**src/rtl/sparse_stream_pkg.sv**
```systemverilog
// Shared definitions for the sparse PE result stream: word layout, token
// classification helpers and the zero-filter state encoding.
package sparse_stream_pkg;

    localparam int unsigned STREAM_W = 17;
    localparam int unsigned CTRL_BIT = 16;
    localparam logic [STREAM_W-1:0] DONE_TOKEN = 17'h10100;

    typedef enum logic [1:0] {
        IDLE   = 2'd0,
        STREAM = 2'd1,
        DRAIN  = 2'd2,
        DONE   = 2'd3
    } zf_state_t;

    function automatic logic is_ctrl(input logic [STREAM_W-1:0] w);
        return w[CTRL_BIT];
    endfunction

    function automatic logic is_done(input logic [STREAM_W-1:0] w);
        return w == DONE_TOKEN;
    endfunction

    // A zero value is a data word (flag clear) whose payload is all zeros.
    function automatic logic is_zero_val(input logic [STREAM_W-1:0] w);
        return !w[CTRL_BIT] && (w[CTRL_BIT-1:0] == '0);
    endfunction

endpackage

```
**src/rtl/stream_fifo2.sv**
```systemverilog
// Two-entry shift FIFO; entry 0 is always the head and vacated entries are
// cleared so the head reads zero when the FIFO is empty.
module stream_fifo2 #(
    parameter int unsigned WIDTH = 17
) (
    input  logic             clk,
    input  logic             rst_n,
    input  logic             clear,
    input  logic             push,
    input  logic             pop,
    input  logic [WIDTH-1:0] din,
    output logic [WIDTH-1:0] head,
    output logic [1:0]       count
);

    logic [WIDTH-1:0] e0_q, e0_d;
    logic [WIDTH-1:0] e1_q, e1_d;
    logic [1:0]       cnt_q, cnt_d;
    logic             push_ok;
    logic             pop_ok;

    always_comb begin
        pop_ok  = pop && (cnt_q != 2'd0);
        push_ok = push && ((cnt_q != 2'd2) || pop_ok);
        e0_d    = e0_q;
        e1_d    = e1_q;
        cnt_d   = cnt_q;
        if (clear) begin
            e0_d  = '0;
            e1_d  = '0;
            cnt_d = 2'd0;
        end else begin
            case (cnt_q)
                2'd0: begin
                    if (push_ok) begin
                        e0_d  = din;
                        cnt_d = 2'd1;
                    end
                end
                2'd1: begin
                    if (push_ok && pop_ok) begin
                        e0_d = din;
                    end else if (push_ok) begin
                        e1_d  = din;
                        cnt_d = 2'd2;
                    end else if (pop_ok) begin
                        e0_d  = '0;
                        cnt_d = 2'd0;
                    end
                end
                2'd2: begin
                    if (pop_ok) begin
                        e0_d = e1_q;
                        if (push_ok) begin
                            e1_d = din;
                        end else begin
                            e1_d  = '0;
                            cnt_d = 2'd1;
                        end
                    end
                end
                default: begin
                    e0_d  = '0;
                    e1_d  = '0;
                    cnt_d = 2'd0;
                end
            endcase
        end
    end

    always_ff @(posedge clk or negedge rst_n) begin
        if (!rst_n) begin
            e0_q  <= '0;
            e1_q  <= '0;
            cnt_q <= 2'd0;
        end else begin
            e0_q  <= e0_d;
            e1_q  <= e1_d;
            cnt_q <= cnt_d;
        end
    end

    assign head  = e0_q;
    assign count = cnt_q;

endmodule

```
**src/rtl/pe_out_zero_filter.sv**
```systemverilog
// Filters explicit zero values out of the PE result stream, passes tokens
// untouched, counts dropped/forwarded values and freezes after the done token.
module pe_out_zero_filter
    import sparse_stream_pkg::*;
#(
    parameter int unsigned DATA_W = 17,
    parameter int unsigned CNT_W  = 16
) (
    input  logic              clk,
    input  logic              rst_n,
    input  logic              clk_en,
    input  logic              flush,
    input  logic              tile_en,
    input  logic              drop_zero_en,
    input  logic [DATA_W-1:0] in_data,
    input  logic              in_valid,
    output logic              in_ready,
    output logic [DATA_W-1:0] out_data,
    output logic              out_valid,
    input  logic              out_ready,
    output logic [CNT_W-1:0]  dropped_count,
    output logic [CNT_W-1:0]  passed_count,
    output logic              done
);

    zf_state_t         state_q, state_d;
    logic [CNT_W-1:0]  dropped_q, dropped_d;
    logic [CNT_W-1:0]  passed_q, passed_d;
    logic [DATA_W-1:0] fifo_head;
    logic [1:0]        fifo_count;
    logic [STREAM_W-1:0] in_w;
    logic [STREAM_W-1:0] head_w;
    logic              accepting;
    logic              in_fire;
    logic              drop_hit;
    logic              push;
    logic              pop;
    logic              fifo_clear;

    assign in_w      = STREAM_W'(in_data);
    assign head_w    = STREAM_W'(fifo_head);
    assign accepting = (state_q == IDLE) || (state_q == STREAM);

    assign in_ready  = tile_en && clk_en && accepting && (fifo_count < 2'd2);
    assign out_valid = tile_en && (fifo_count != 2'd0);
    assign out_data  = fifo_head;

    assign in_fire    = in_valid && in_ready;
    assign drop_hit   = drop_zero_en && is_zero_val(in_w);
    assign fifo_clear = flush && clk_en;
    assign push       = in_fire && !drop_hit && !flush;
    assign pop        = out_valid && out_ready && clk_en && !flush;

    stream_fifo2 #(
        .WIDTH (DATA_W)
    ) u_fifo (
        .clk   (clk),
        .rst_n (rst_n),
        .clear (fifo_clear),
        .push  (push),
        .pop   (pop),
        .din   (in_data),
        .head  (fifo_head),
        .count (fifo_count)
    );

    // State and saturating counters; flush wins over any transfer.
    always_comb begin
        state_d   = state_q;
        dropped_d = dropped_q;
        passed_d  = passed_q;
        if (flush) begin
            state_d   = IDLE;
            dropped_d = '0;
            passed_d  = '0;
        end else begin
            case (state_q)
                IDLE, STREAM: begin
                    if (in_fire) begin
                        state_d = is_done(in_w) ? DRAIN : STREAM;
                    end
                end
                DRAIN: begin
                    if (pop && is_done(head_w)) begin
                        state_d = DONE;
                    end
                end
                DONE:    state_d = DONE;
                default: state_d = IDLE;
            endcase
            if (in_fire && drop_hit && (dropped_q != '1)) begin
                dropped_d = dropped_q + CNT_W'(1);
            end
            if (push && !is_ctrl(in_w) && (passed_q != '1)) begin
                passed_d = passed_q + CNT_W'(1);
            end
        end
    end

    always_ff @(posedge clk or negedge rst_n) begin
        if (!rst_n) begin
            state_q   <= IDLE;
            dropped_q <= '0;
            passed_q  <= '0;
        end else if (clk_en) begin
            state_q   <= state_d;
            dropped_q <= dropped_d;
            passed_q  <= passed_d;
        end
    end

    assign dropped_count = dropped_q;
    assign passed_count  = passed_q;
    assign done          = (state_q == DONE);

endmodule

```
**config.mk**
```make
export PLATFORM = sky130hd
export DESIGN_NAME = pe_out_zero_filter
export DESIGN_NICKNAME = d
export VERILOG_FILES = /design/src/rtl/sparse_stream_pkg.sv /design/src/rtl/stream_fifo2.sv /design/src/rtl/pe_out_zero_filter.sv
export SDC_FILE = /design/constraint.sdc
export NUM_CORES = 1
export LEC_CHECK = 0
export BUFFER_PORTS_ARGS = -buffer_cell sky130_fd_sc_hd__buf_2
export CAP_MARGIN = 10
export CORE_MARGIN = 1.5
export CORE_UTILIZATION = 35
export CTS_CLUSTER_DIAMETER = 50
export DETAILED_ROUTE_END_ITERATION = 16
export GPL_ROUTABILITY_DRIVEN = 0
export HOLD_SLACK_MARGIN = 0.02
export SYNTH_ARGS = -nofsm -noshare
export SYNTH_HDL_FRONTEND = slang
export SYNTH_SLANG_ARGS = --single-unit
```
**constraint.sdc**
```tcl
create_clock -name clk -period 2.4 [get_ports clk]
set_clock_uncertainty 0.1 [all_clocks]
set_input_delay 0.24 -clock clk [delete_from_list [all_inputs] [get_ports clk]]
set_output_delay 0.24 -clock clk [all_outputs]
set_load 0.02 [all_outputs]
```
==> results.json <==
{
  "status": "complete, no violations",
  "period_share": 0.9404,
  "drtIter0Drc": 126,
  "rrSetupSlack_ps": 140,
  "overflow": 0,
  "drt_wl_total_um": 9533,
  "clock_latency_ps": 340,
  "synth_cell_type_count": 48,
  "setup_viol_count_final": 0,
  "grt_max_degree": 33,
  "grt_pass1_vias": 3141,
  "synth.most_common_cell": "dfrtp_1",
  "worstReg2RegEnd": "u_fifo.e1_q[7]",
  "finalHoldViolations": 0,
  "hold_end": "u_fifo.e1_q[4]",
  "min_path_type": "primary input to register",
  "vias": 3202,
  "drive_above_1_share": 0.2516,
  "critPathKind": "register to register",
  "syn_avg_cell_area_um2": 9.906,
  "htree_levels": 3,
  "rr_startpoint": "state_q[1]",
  "regArea_um2": 1752,
  "route.detailed.drc": 0,
  "via_per_inst": 5.293,
  "cpMaxStageDelayCell": "dfrtp_1",
  "synth_top_area_frac": 0.4728,
  "ant_nets": 0,
  "cts.sinks": 70,
  "rows": 37,
  "nFillCells": 1030,
  "synthesis.area_um2": 3705,
  "synth_common_cells": "70 x dfrtp_1, 34 x nor2_1, 28 x nand2_1",
  "relSlewSlack": 0.4018,
  "path_buf_inv": 1,
  "hpwlAfterDp_um": 6732,
  "cap_violations": 0,
  "routedWlPerCell_um": 15.76,
  "r2r_cells": 7,
  "io_buffers": 76,
  "cp_max_fo": 17,
  "synth-edff-count": 0,
  "numCtsBuffers": 9,
  "synth.ff_latch_count": 70,
  "cp.arrival_ps": 2420,
  "grt_pass1_wl_um": 15810,
  "dieHeight_um": 105.9,
  "cp.required_ps": 2560,
  "critPathTopFamily": "compound AO/OA/AOI/OAI gates",
  "powerDensity_nw_per_um2": 914.3,
  "num_antenna_cells": 0,
  "ir_drop_v": 0.0006995,
  "clock.fmax_mhz": 443.1,
  "worstSetupStartpointType": "register",
  "tns_ps": 0,
  "dr.pass1.iters": 4,
  "synth-main-ff-cell": "dfrtp_1",
  "grt.total_usage": 0.1780,
  "finalNetCount": 496,
  "synth_nets": 405,
  "ios": 77,
  "crit_start": "state_q[1]",
  "min_path_cells": 3,
  "die_area_um2": 11210,
  "antenna_found_initial": 0,
  "synth_warnings": 0,
  "cp_cell_sequence": "and4bb_1, nand2_2, a211o_1, o21a_1, o31ai_4, buf_12, mux2i_1",
  "slew_viol_final": 0,
  "min_period_ps": 2257,
  "ys_seq_area_frac": 0.4728,
  "fin_hold_ws_ps": 56.23,
  "synthCells": 374,
  "cp-end-kind": "register",
  "worstMarginPinSlew_ps": 895.4,
  "core_um2": 10280,
  "cts_root_buffer": "clkbuf_8",
  "cts_tree": "done",
  "syn2layout_area_growth_pct": 23.51,
  "initial_core_util": 0.3605,
  "cpPeakStageDelay_ps": 430,
  "async_reset_ff_frac": 1.000,
  "clk_pin_slew_worst_paths_ps": 80,
  "clockBufferDepth": 2,
  "rsz0062_at_grt": "false",
  "synth_top_area_cell": "dfrtp_1",
  "multi_input_area_um2": 1774,
  "synth.area.top_cells": "dfrtp_1 47%, mux2i_1 5.7%, xor2_1 5.7%, o2bb2ai_1 4.0%, a22oi_1 3.4%",
  "dieWidth_um": 105.9,
  "hold_start": "in_data[4]",
  "leakage_nw": 2.214
}
[layer usage]
metal	GRT usage	part of all wire	vias up
li1	-	-	1530
met1	0.2523	0.48	1565
met2	0.2727	0.45	98
met3	0.04453	0.065	9
met4	0.04151	0.0084	0
met5	0	0	-
[sequential cells by signal, summed over array words and instances (netlist names)]
signal / count
u_fifo.head: 17
passed_count: 16
u_fifo.e1_q: 17
state_q: 2
dropped_count: 16
u_fifo.count: 2
[power by group]
part / internal (mW) / switching, mW / leakage (nW)
registers: 1.44 / 0.213 / 0.959
logic: 0.593 / 0.915 / 1.16
clock network: 0.579 / 0.446 / 0.0994
total: 2.61 / 1.57 / 2.21
[logic make-up (layout without fill, tap and decap cells)]
kind of cell,Yosys count,in the layout,synth area share
adder cells (fa/ha/maj),6,6,0.02026
buffers and inverters,43,138,0.05100
AND/OR/NAND/NOR,147,147,0.2074
flip-flops,70,70,0.4728
XOR/XNOR,26,26,0.06147
multiplexers,21,21,0.05674
AO/OA/AOI/OAI,61,61,0.1304
[layout by cell type (no fill, tap or decap), types with 9 or more instances in the layout]
cell       instances
buf_2             76
dfrtp_1           70
nor2_1            34
nand2_1           28
inv_1             26
xor2_1            24
nand3_1           21
mux2i_1           21
a22oi_1           17
o2bb2ai_1         17
nand4_1           17
buf_4             17
and3_1            10
clkbuf_8           9
[final cells by class]
cell class                      instances  share of cell area
Timing Repair Buffer                   97              0.1263
Clock inverter                          4             0.01586
Tap cell                              136             0.03719
Clock buffer                           11             0.02871
Inverter                               26             0.02133
Multi-Input combinational cell        261              0.3877
Sequential cell                        70              0.3828
[worst min-delay path, cell delays in order]
cell and delay (ps):
buf_2 110, nand2_1 50, mux2i_1 60
[per-stage QoR]
| step | power, mW | area, um2 | cells | setup slack, ps | util |
|---|---|---|---|---|---|
| 2_1_floorplan | 2.617 | 3705 | 374 | 102.3 | - |
| 3_3_place_gp | 3.118 | 4340 | 588 | 158.9 | 0.4223 |
| 3_5_place_dp | 3.145 | 4340 | 588 | 83.73 | 0.4223 |
| 5_1_grt | 4.420 | 4576 | 605 | 23.56 | 0.4452 |
| 4_1_cts | 4.187 | 4554 | 604 | 76.39 | 0.4431 |
| 6_report | 4.184 | 4576 | 605 | 142.9 | 0.4452 |
[how the worst max path moves through the flow]
stage / to / slack, ps / depth (start not counted)
floorplan: u_fifo.e1_q[10] / 100 / 8
global placement: u_fifo.head[9] / 160 / 8
detailed placement: u_fifo.head[13] / 80 / 8
CTS: u_fifo.e1_q[8] / 80 / 8
global route: passed_count[5] / 20 / 7
finish: u_fifo.e1_q[7] / 140 / 7
[repair_timing]
item                                    in CTS  in global routing
endpoints found under the setup margin       0                 34
hold buffers                                 1                  0
hold endpoints to repair                    30                  0
resized for setup                            0                  1
buffers inserted                             0                  1
(Power assumes the default switching activity.)
